--- config.mk ---
export PLATFORM = sky130hd
export DESIGN_NAME = spi_slave_tx_64_flat
export DESIGN_NICKNAME = d
export VERILOG_FILES = /design/src/rtl/spi_slave_tx_64_pkg.sv /design/src/rtl/spi_slave_tx_64_if.sv /design/src/rtl/spi_slave_tx_64_fifo.sv /design/src/rtl/spi_slave_tx_64.sv /design/src/flat_wrapper.sv
export SDC_FILE = /design/constraint.sdc
export NUM_CORES = 1
export LEC_CHECK = 0
export CAP_MARGIN = 20
export CORE_ASPECT_RATIO = 1.1
export CORE_MARGIN = 5
export CORE_UTILIZATION = 59
export CTS_CLUSTER_SIZE = 10
export DETAILED_ROUTE_END_ITERATION = 16
export PLACE_DENSITY_LB_ADDON = 0.25
export REMOVE_ABC_BUFFERS = 1
export SLEW_MARGIN = 20
export SYNTH_ARGS = -nofsm -noshare
export SYNTH_HDL_FRONTEND = slang
export SYNTH_HIERARCHICAL = 1
export SYNTH_SLANG_ARGS = --single-unit
--- constraint.sdc ---
create_clock -name i_Clk -period 4.45 [get_ports i_Clk]
set_clock_uncertainty 0.2 [all_clocks]
set_input_delay 0.6675 -clock i_Clk [delete_from_list [all_inputs] [get_ports i_Clk]]
set_output_delay 0.6675 -clock i_Clk [all_outputs]
set_load 0.05 [all_outputs]
--- src/rtl/spi_slave_tx_64_pkg.sv ---
// Shared constants and state type for the 64-bit SPI slave transmitter.
package spi_pkg;

  localparam int unsigned WORD_W   = 64;
  localparam int unsigned BITCNT_W = $clog2(WORD_W);

  typedef enum logic {IDLE, SHIFT} spi_tx_state_t;

endpackage

--- src/rtl/spi_slave_tx_64_if.sv ---
// Controller-to-transmitter word handshake (valid/ready).
interface spi_slave_tx_64_if #(
  parameter int unsigned WORD_W = 64
);

  logic              tx_dv;
  logic [WORD_W-1:0] tx_word;
  logic              tx_ready;

  modport master (output tx_dv, output tx_word, input tx_ready);
  modport slave  (input tx_dv, input tx_word, output tx_ready);

endinterface

--- src/rtl/spi_slave_tx_64_fifo.sv ---
// Synchronous word FIFO; pointers carry an extra MSB to tell full from empty.
module spi_tx_fifo #(
  parameter int unsigned WORD_W     = 64,
  parameter int unsigned FIFO_DEPTH = 4
) (
  input  logic                          clk,
  input  logic                          rst_n,
  input  logic                          push,
  input  logic [WORD_W-1:0]             push_data,
  input  logic                          pop,
  output logic [WORD_W-1:0]             head,
  output logic                          full,
  output logic                          empty,
  output logic [$clog2(FIFO_DEPTH):0]   level
);

  localparam int unsigned AW = $clog2(FIFO_DEPTH);

  logic [WORD_W-1:0] mem [FIFO_DEPTH];
  logic [AW:0]       wr_ptr;
  logic [AW:0]       rd_ptr;

  assign empty = (wr_ptr == rd_ptr);
  assign full  = (wr_ptr[AW] != rd_ptr[AW]) && (wr_ptr[AW-1:0] == rd_ptr[AW-1:0]);
  assign level = wr_ptr - rd_ptr;
  assign head  = mem[rd_ptr[AW-1:0]];

  always_ff @(posedge clk) begin
    if (push && !full) mem[wr_ptr[AW-1:0]] <= push_data;
  end

  always_ff @(posedge clk or negedge rst_n) begin
    if (!rst_n) begin
      wr_ptr <= '0;
      rd_ptr <= '0;
    end else begin
      if (push && !full) wr_ptr <= wr_ptr + (AW+1)'(1);
      if (pop && !empty) rd_ptr <= rd_ptr + (AW+1)'(1);
    end
  end

endmodule

--- src/rtl/spi_slave_tx_64.sv ---
// SPI mode-0 slave transmitter: FIFO-buffered 64-bit words shifted MSB-first on MISO,
// with SCK/CS oversampled in the system clock domain.
module spi_slave_tx_64
  import spi_pkg::*;
#(
  parameter int unsigned WORD_W      = spi_pkg::WORD_W,
  parameter int unsigned FIFO_DEPTH  = 4,
  parameter int unsigned SYNC_STAGES = 2
) (
  input  logic                          i_Clk,
  input  logic                          i_Rst_L,
  spi_slave_tx_64_if.slave              tx,
  output logic                          o_TX_Pending,
  output logic [$clog2(FIFO_DEPTH):0]   o_TX_Level,
  output logic                          o_TX_Done,
  output logic                          o_Underrun,
  output logic                          o_Abort,
  input  logic                          i_SPI_Clk,
  input  logic                          i_SPI_CS_n,
  output logic                          o_SPI_MISO,
  output logic                          o_SPI_MISO_En
);

  localparam int unsigned        CNT_W = $clog2(WORD_W);
  localparam logic [CNT_W-1:0]   LAST  = CNT_W'(WORD_W - 1);

  logic [SYNC_STAGES-1:0] sck_sync, cs_sync;
  logic                   sck_d, cs_d;
  logic                   sck_rise, sck_fall, cs_rise, cs_fall;

  spi_tx_state_t     state;
  logic [WORD_W-1:0] shreg;
  logic [CNT_W-1:0]  bit_cnt;
  logic              cur_real, wrap;
  logic              tx_done, underrun, abort;

  logic              load_slot;
  logic [WORD_W-1:0] fifo_head;
  logic              fifo_full, fifo_empty;

  // CS synchronizer resets high so an idle bus never looks like a falling edge.
  always_ff @(posedge i_Clk or negedge i_Rst_L) begin
    if (!i_Rst_L) begin
      sck_sync <= '0;
      cs_sync  <= '1;
      sck_d    <= 1'b0;
      cs_d     <= 1'b1;
    end else begin
      sck_sync[0] <= i_SPI_Clk;
      cs_sync[0]  <= i_SPI_CS_n;
      for (int unsigned i = 1; i < SYNC_STAGES; i++) begin
        sck_sync[i] <= sck_sync[i-1];
        cs_sync[i]  <= cs_sync[i-1];
      end
      sck_d <= sck_sync[SYNC_STAGES-1];
      cs_d  <= cs_sync[SYNC_STAGES-1];
    end
  end

  assign sck_rise = sck_sync[SYNC_STAGES-1] & ~sck_d;
  assign sck_fall = ~sck_sync[SYNC_STAGES-1] & sck_d;
  assign cs_rise  = cs_sync[SYNC_STAGES-1] & ~cs_d;
  assign cs_fall  = ~cs_sync[SYNC_STAGES-1] & cs_d;

  assign load_slot = !cs_rise &&
                     (((state == IDLE) && cs_fall) || ((state == SHIFT) && sck_fall && wrap));

  // Pop sees the registered empty flag, so a same-cycle push cannot satisfy this load.
  spi_tx_fifo #(
    .WORD_W     (WORD_W),
    .FIFO_DEPTH (FIFO_DEPTH)
  ) u_fifo (
    .clk       (i_Clk),
    .rst_n     (i_Rst_L),
    .push      (tx.tx_dv),
    .push_data (tx.tx_word),
    .pop       (load_slot),
    .head      (fifo_head),
    .full      (fifo_full),
    .empty     (fifo_empty),
    .level     (o_TX_Level)
  );

  always_ff @(posedge i_Clk or negedge i_Rst_L) begin
    if (!i_Rst_L) begin
      state    <= IDLE;
      shreg    <= '0;
      bit_cnt  <= '0;
      cur_real <= 1'b0;
      wrap     <= 1'b0;
      tx_done  <= 1'b0;
      underrun <= 1'b0;
      abort    <= 1'b0;
    end else begin
      tx_done  <= 1'b0;
      underrun <= 1'b0;
      abort    <= 1'b0;
      if (cs_rise) begin
        abort   <= (bit_cnt != '0);
        bit_cnt <= '0;
        wrap    <= 1'b0;
        state   <= IDLE;
      end else begin
        if (load_slot) begin
          shreg    <= fifo_empty ? '0 : fifo_head;
          cur_real <= !fifo_empty;
          underrun <= fifo_empty;
          wrap     <= 1'b0;
        end
        case (state)
          IDLE: begin
            if (cs_fall) state <= SHIFT;
          end
          SHIFT: begin
            if (sck_rise) begin
              if (bit_cnt == LAST) begin
                bit_cnt <= '0;
                tx_done <= cur_real;
                wrap    <= 1'b1;
              end else begin
                bit_cnt <= bit_cnt + CNT_W'(1);
              end
            end else if (sck_fall && !wrap) begin
              shreg <= {shreg[WORD_W-2:0], 1'b0};
            end
          end
          default: state <= IDLE;
        endcase
      end
    end
  end

  assign tx.tx_ready    = !fifo_full;
  assign o_TX_Pending   = !fifo_empty;
  assign o_TX_Done      = tx_done;
  assign o_Underrun     = underrun;
  assign o_Abort        = abort;
  assign o_SPI_MISO_En  = (state == SHIFT);
  assign o_SPI_MISO     = (state == SHIFT) & shreg[WORD_W-1];

endmodule

--- src/flat_wrapper.sv ---
// flat-port wrapper written by rule: the top's interface ports become plain ports
module spi_slave_tx_64_flat import spi_pkg::*;
#(
  parameter int unsigned WORD_W      = spi_pkg::WORD_W,
  parameter int unsigned FIFO_DEPTH  = 4,
  parameter int unsigned SYNC_STAGES = 2
)
  (i_Clk, i_Rst_L, o_TX_Pending, o_TX_Level, o_TX_Done, o_Underrun, o_Abort, i_SPI_Clk, i_SPI_CS_n, o_SPI_MISO, o_SPI_MISO_En, tx_tx_dv, tx_tx_word, tx_tx_ready);
  spi_slave_tx_64_if #(.WORD_W(WORD_W)) tx_i ();
  input  logic i_Clk;
  input  logic i_Rst_L;
  output logic o_TX_Pending;
  output logic [$clog2(FIFO_DEPTH):0] o_TX_Level;
  output logic o_TX_Done;
  output logic o_Underrun;
  output logic o_Abort;
  input  logic i_SPI_Clk;
  input  logic i_SPI_CS_n;
  output logic o_SPI_MISO;
  output logic o_SPI_MISO_En;
  input wire logic [$bits(tx_i.tx_dv)-1:0] tx_tx_dv;
  input wire logic [$bits(tx_i.tx_word)-1:0] tx_tx_word;
  output wire logic [$bits(tx_i.tx_ready)-1:0] tx_tx_ready;
  assign tx_i.tx_dv = tx_tx_dv;
  assign tx_i.tx_word = tx_tx_word;
  assign tx_tx_ready = tx_i.tx_ready;
  spi_slave_tx_64 #(.WORD_W(WORD_W), .FIFO_DEPTH(FIFO_DEPTH), .SYNC_STAGES(SYNC_STAGES)) u_core (.i_Clk(i_Clk), .i_Rst_L(i_Rst_L), .tx(tx_i), .o_TX_Pending(o_TX_Pending), .o_TX_Level(o_TX_Level), .o_TX_Done(o_TX_Done), .o_Underrun(o_Underrun), .o_Abort(o_Abort), .i_SPI_Clk(i_SPI_Clk), .i_SPI_CS_n(i_SPI_CS_n), .o_SPI_MISO(o_SPI_MISO), .o_SPI_MISO_En(o_SPI_MISO_En));
endmodule
# [Word level (Yosys, flattened, before mapping)]
# Memories as Yosys holds them, arrays and structs flattened.
# Index checks and enable logic that the tools add are counted.
[totals] memories=1 register_bits=88 output_inout_bits=10 word_cells=78 in_bits=69 ramBits=256
[mem_list] name="u_core.u_fifo.mem" words=4 word_bits=64 rd=1 rd_clocked_by_memory_dff=0 write_ports=1 line="spi_slave_tx_64_fifo.sv:19" source="logic [WORD_W-1:0] mem [FIFO_DEPTH];"
[op_classes] n_bitwise=11 n_eq_ne=4 reduce_logical=18 n_addsub=4 mux=26
[ops] operator="two-way mux 64 bit" count=5
[ops] operator="two-way mux 6 bit" count=4
[ops] operator="two-way mux 1 bit" count=17
[ops] operator="logical AND 1 bit" count=8
[ops] operator="adder 3 x 1 -> 3 bit, second input constant" count=2
[ops] operator="adder 6 x 1 -> 6 bit, second input constant" count=1
[ops] operator="equality test 6 bit, second input constant" count=1
[ops] operator="inverter 1 bit" count=6
[ops] operator="nonzero test 6 bit" count=1
[ops] operator="bitwise AND 1 bit" count=5
[ops] operator="zero test 1 bit" count=4
[ops] operator="AND reduction 2 bit" count=2
[ops] operator="nonzero test 2 bit" count=2
[ops] operator="equality test 3 bit" count=1
[ops] operator="subtractor 3 bit" count=1
[ops] operator="equality test 2 bit" count=1
[ops] operator="logical OR 1 bit" count=1
[ops] operator="inequality test 1 bit" count=1

# [Logic depth before layout (Yosys ltp)]
[logic_depth] ltp_word=11 ltp_mapped=9 mapped_depth_nobuf=7

# [Hierarchy]
# Netlist, hierarchy kept.
[by_module_without_submodules] mod="spi_tx_fifo" area_each_um2=9691.8 n_inst=1 seq_area_each_um2=7837.5 cells_per_inst=378
[by_module_without_submodules] mod="spi_slave_tx_64" area_each_um2=3560.9 n_inst=1 seq_area_each_um2=2055.7 cells_per_inst=285

# [Least setup slack after synthesis]
# OpenSTA, ideal clock, no wires.
[synth_path] kind="register to register" from="reg u_core.u_fifo.rd_ptr[1]" to="mem u_core.u_fifo.mem[1][0] (enable)" n_path_buf=2 stages_incl_launch_ff=7 required_time_ps=3821 setup_slack_ps=933 t_arrival_ps=2888 setup_time_ps=429 synth_period_minus_slack_ps=3517 cell_sequence="dfrtp_1 -> buf_2 -> buf_2 -> inv_1 -> ha_1 -> nand3_1 -> and3_1"
[synth_via] elab_chain_cells=6
[synth_lines] element="start, declared" line="spi_slave_tx_64_fifo.sv:21" source="logic [AW:0] rd_ptr;"
[synth_lines] element="start signal, assigned" line="spi_slave_tx_64_fifo.sv:38" source="if (pop && !empty) rd_ptr <= rd_ptr + (AW+1)'(1);"
[synth_lines] element="equality test 2 bit" line="spi_slave_tx_64_fifo.sv:24" source="assign full = (wr_ptr[AW] != rd_ptr[AW]) && (wr_ptr[AW-1:0] == rd_ptr[AW-1:0]);"
[synth_lines] element="logical AND 1 bit" line="spi_slave_tx_64_fifo.sv:24"
[synth_lines] element="zero test 1 bit" line="spi_slave_tx_64_fifo.sv:29" source="if (push && !full) mem[wr_ptr[AW-1:0]] <= push_data;"
[synth_lines] element="logical AND 1 bit" line="spi_slave_tx_64_fifo.sv:29"
[synth_lines] element="two-way mux 1 bit" line="spi_slave_tx_64_fifo.sv:29"
[synth_lines] element="two-way mux 1 bit (not written as such)" line="spi_slave_tx_64_fifo.sv:29"
[synth_lines] element="end, declared" line="spi_slave_tx_64_fifo.sv:19"
# No other way between the ends.

# [Worst setup path in the final report]
[layout_path] from="reg u_core.u_fifo.wr_ptr[0]" to="out o_TX_Pending"
[layout_via] elab_chain_cells=2
[layout_lines] element="start, declared" line="spi_slave_tx_64_fifo.sv:20" source="logic [AW:0] wr_ptr;"
[layout_lines] element="start signal, assigned" line="spi_slave_tx_64_fifo.sv:37" source="if (push && !full) wr_ptr <= wr_ptr + (AW+1)'(1);"
[layout_lines] element="equality test 3 bit" line="spi_slave_tx_64_fifo.sv:23" source="assign empty = (wr_ptr == rd_ptr);"
[layout_lines] element="net u_core.fifo_empty" line="spi_slave_tx_64.sv:39" source="logic fifo_full, fifo_empty;"
[layout_lines] element="zero test 1 bit" line="spi_slave_tx_64.sv:134" source="assign o_TX_Pending = !fifo_empty;"
[layout_lines] element="end, declared" line="flat_wrapper.sv:12" source="output logic o_TX_Pending;"
# The timed path passes the listed nets, and every way through them passes these cells.

==> results.md <==
* Core area at 22110 sq um
* Net Switching at 2.908 mW
* Worst EP arrival at 2.66 ns
* Setup crit end kind: output port
* Ys flop type: edfxtp_1
* Internal at 7.435 mW
* Crit-path max FO at 6
* Slew headroom at 34.96%
* Clk pin slew, worst setup/hold paths at 0.06 ns
* Initial antenna violation count at 2
* Fmax at 283.8 MHz
* CP required at 3.58 ns
* Logic pwr share at 26.6%
* Clk_lat worst skew at 0.52 ns
* Clock sinks at 344
* Antenna Nets Post-Route at 0
* Design area at 15530 sq um
* Layout cells sized above 1 at 17.68%
* First-pass GRT wire length at 39540 um
* Vias at 6595
* Sw frac at 28.12%
* DRC violations left at 0
* Number of global-route vias before repair at 7403
* Slew @ Worst Pin at 0.9756 ns
* Die X-Extent at 152.9 um
* Sequential share of power at 45.0%
* Synthesis-stage register bit count at 344
* Clock power share at 28.4%
* FFs w/ async S/R, synth at 25.58%
* Synth Instances at 663
* Worst vdd ir at 0.3931 mV
* Longest Clk Path Bufs at 3
* Total iterations of the first detailed-routing run at 5
* Pwr Density at 665.8 nW/um^2
* Wl on met1 at 9844 um
* Synth unique cells at 48
* Final Hold Viols at 0
* Setup Buffers After CTS at 0
* Area Growth Syn to Fin at 17.22%
* Period minus WS final at 3.523 ns
* R2r setup slk at 1.63 ns
* Commonest non-fill, non-tap cell in the layout: edfxtp_1
* Final setup violation count at 0
* Period utilization at 79.17%
* Max_cap viols at 0
* Synth warnings at 6
* CTS resizes at 0
* Initial Utilization at 59.94%
* H-tree depth at 2
* Setup crit start kind: flop
* Row cnt at 57
* Die area at 25560 sq um
* Root Driver: clkbuf_16
* Status: complete, no violations
* Die height at 167.2 um
* Seq/Total Area, Yosys at 74.65%
* Total Power at 10.34 mW
* TritonCTS Buffers at 40
* First DRT Iteration DRCs at 411
* Top Metal Used: met5
* TNS Setup at 0 ns
* Post-synth EDFFs at 256
* Largest net degree at the start of global routing at 72
* CTS tree: yes
* GR Util All Layers at 19.59%
* Remaining Overflow, GRT at 0
* Post-CTS Hold Buffers at 0
* Setup WS post-layout at 0.9268 ns
* Met2 wire len at 12850 um
* Post-layout util at 70.27%
* Place WS at 1.463 ns
* # port buffers at 78
* Hold Path Class: input pin to async pin
* Crit Path Category: flop to output port
* RD Place Congestion at 0.7416
* Top Ports at 79
* WL met3 at 1227 um
* Fin nets at 839
* Dpl cell area at 14350 sq um
* Max-slew violations at 0
* Syn_area_per_cell at 19.99 sq um
* Post-synthesis cell area at 13250 sq um
* Lkg Pwr at 5.871 nW
* Commonest cells after routing, fill and taps aside: edfxtp_1, dfrtp_1, clkdlybuf4s50_1, mux4_2
* Final WL at 24430 um
* Vias per inst at 6.062
* RSZ-0062 raised after global routing: false
* HPWL Detailed at 13270 um
* DR WL/cell at 22.45 um
-- synthesized netlist by cell type, types with 2 or more instances --
| library cell | number | area share [%] |
|---|---|---|
| o21ai_0 | 2 | 0.076 |
| and3_1 | 5 | 0.24 |
| clkbuf_1 | 3 | 0.085 |
| mux2_4 | 2 | 0.23 |
| a21oi_1 | 8 | 0.30 |
| nand3_1 | 4 | 0.15 |
| buf_2 | 24 | 0.91 |
| dfstp_2 | 3 | 0.59 |
| edfxtp_1 | 256 | 58 |
| inv_1 | 12 | 0.34 |
| a22o_1 | 63 | 4.2 |
| xor2_1 | 2 | 0.13 |
| a31o_2 | 2 | 0.13 |
| dfrtp_1 | 85 | 16 |
| a21o_1 | 63 | 3.6 |
| and4b_1 | 2 | 0.15 |
| buf_6 | 6 | 0.51 |
| a31oi_1 | 3 | 0.14 |
| nand2_1 | 12 | 0.34 |
| mux4_2 | 64 | 11 |
| ha_1 | 9 | 0.85 |
| nor2_1 | 5 | 0.14 |
| xnor2_1 | 3 | 0.20 |
-- logic make-up after synthesis --
family                     Yosys count  synth area share, %
DFF                                344                74.65
buffers and inverters               46                1.879
AOI/OAI and AO/OA                  148                8.884
xor gates and xnor gates             6               0.4533
and+or+nand+nor                     40                1.794
muxes                               68                11.26
adders and majority gates           11                1.076
-- layer usage --
metal  vias up  GRT usage (%)
li1       2892              -
met1      3484          25.27
met2       174          34.30
met3        43          3.872
met4         2          5.773
met5         -              0
-- flip-flops by register name, summed over array words and instances, names as in the netlist, 2 cells and up --
register / flops
u_core/u_fifo/wr_ptr: 3
u_core/u_fifo/rd_ptr: 3
u_core/shreg: 64
u_core/bit_cnt: 6
u_core/cs_sync: 2
u_core/sck_sync: 2
u_core/u_fifo/mem: 256
-- final timing paths --
check                      depth (start not counted)                end               startpoint
hold reg to reg                                    0  u_core/cs_sync[1]        u_core/cs_sync[0]
min in group i_Clk                                 0  u_core/cs_sync[1]        u_core/cs_sync[0]
hold / removal                                     1   u_core/shreg[49]                  i_Rst_L
setup / recovery                                   6       o_TX_Pending  u_core/u_fifo/wr_ptr[0]
max in group asynchronous                          2   u_core/shreg[23]                  i_Rst_L
setup reg to reg                                   5    u_core/shreg[0]  u_core/u_fifo/rd_ptr[0]
-- cell type report --
| cell class | count | area (sq um) |
|---|---|---|
| flip-flops and latches | 344 | 9898 |
| fillers | 1353 | 6574 |
| well taps | 295 | 369.1 |
| clock inverters | 3 | 47.55 |
| multi-input cells | 273 | 3123 |
| repair buffers | 89 | 910.9 |
| clock buffers | 71 | 1139 |
| inverters | 12 | 45.04 |
| diodes | 1 | 2.502 |
-- worst max-delay path: stages, from the launching register on --
cell	delay [ns]
dfrtp_1	0.41
inv_1	0.11
ha_1	0.39
nand2_1	0.15
nor2_1	0.24
inv_1	0.14
clkdlybuf4s50_1	0.72
-- stage by stage --
stage	instances	hold slack (ns)
after floorplan	629	0.1312
after global placement	1013	0.1464
after detailed placement	1013	0.1513
after CTS	1087	0.1315
after global routing	1088	0.1598
final	1088	0.09480
-- power groups by stage --
| stage | clock [mW] | sequential [mW] | combinational [mW] |
|---|---|---|---|
| floorplan | 0 | 4.84 | 1.88 |
| CTS | 3.00 | 4.66 | 2.79 |
| global placement | 0 | 4.66 | 2.72 |
| detailed placement | 0 | 4.71 | 2.77 |
| finish | 2.93 | 4.66 | 2.75 |
| global route | 3.16 | 4.72 | 2.97 |
No activity file was read; power rests on OpenSTA's default activity.
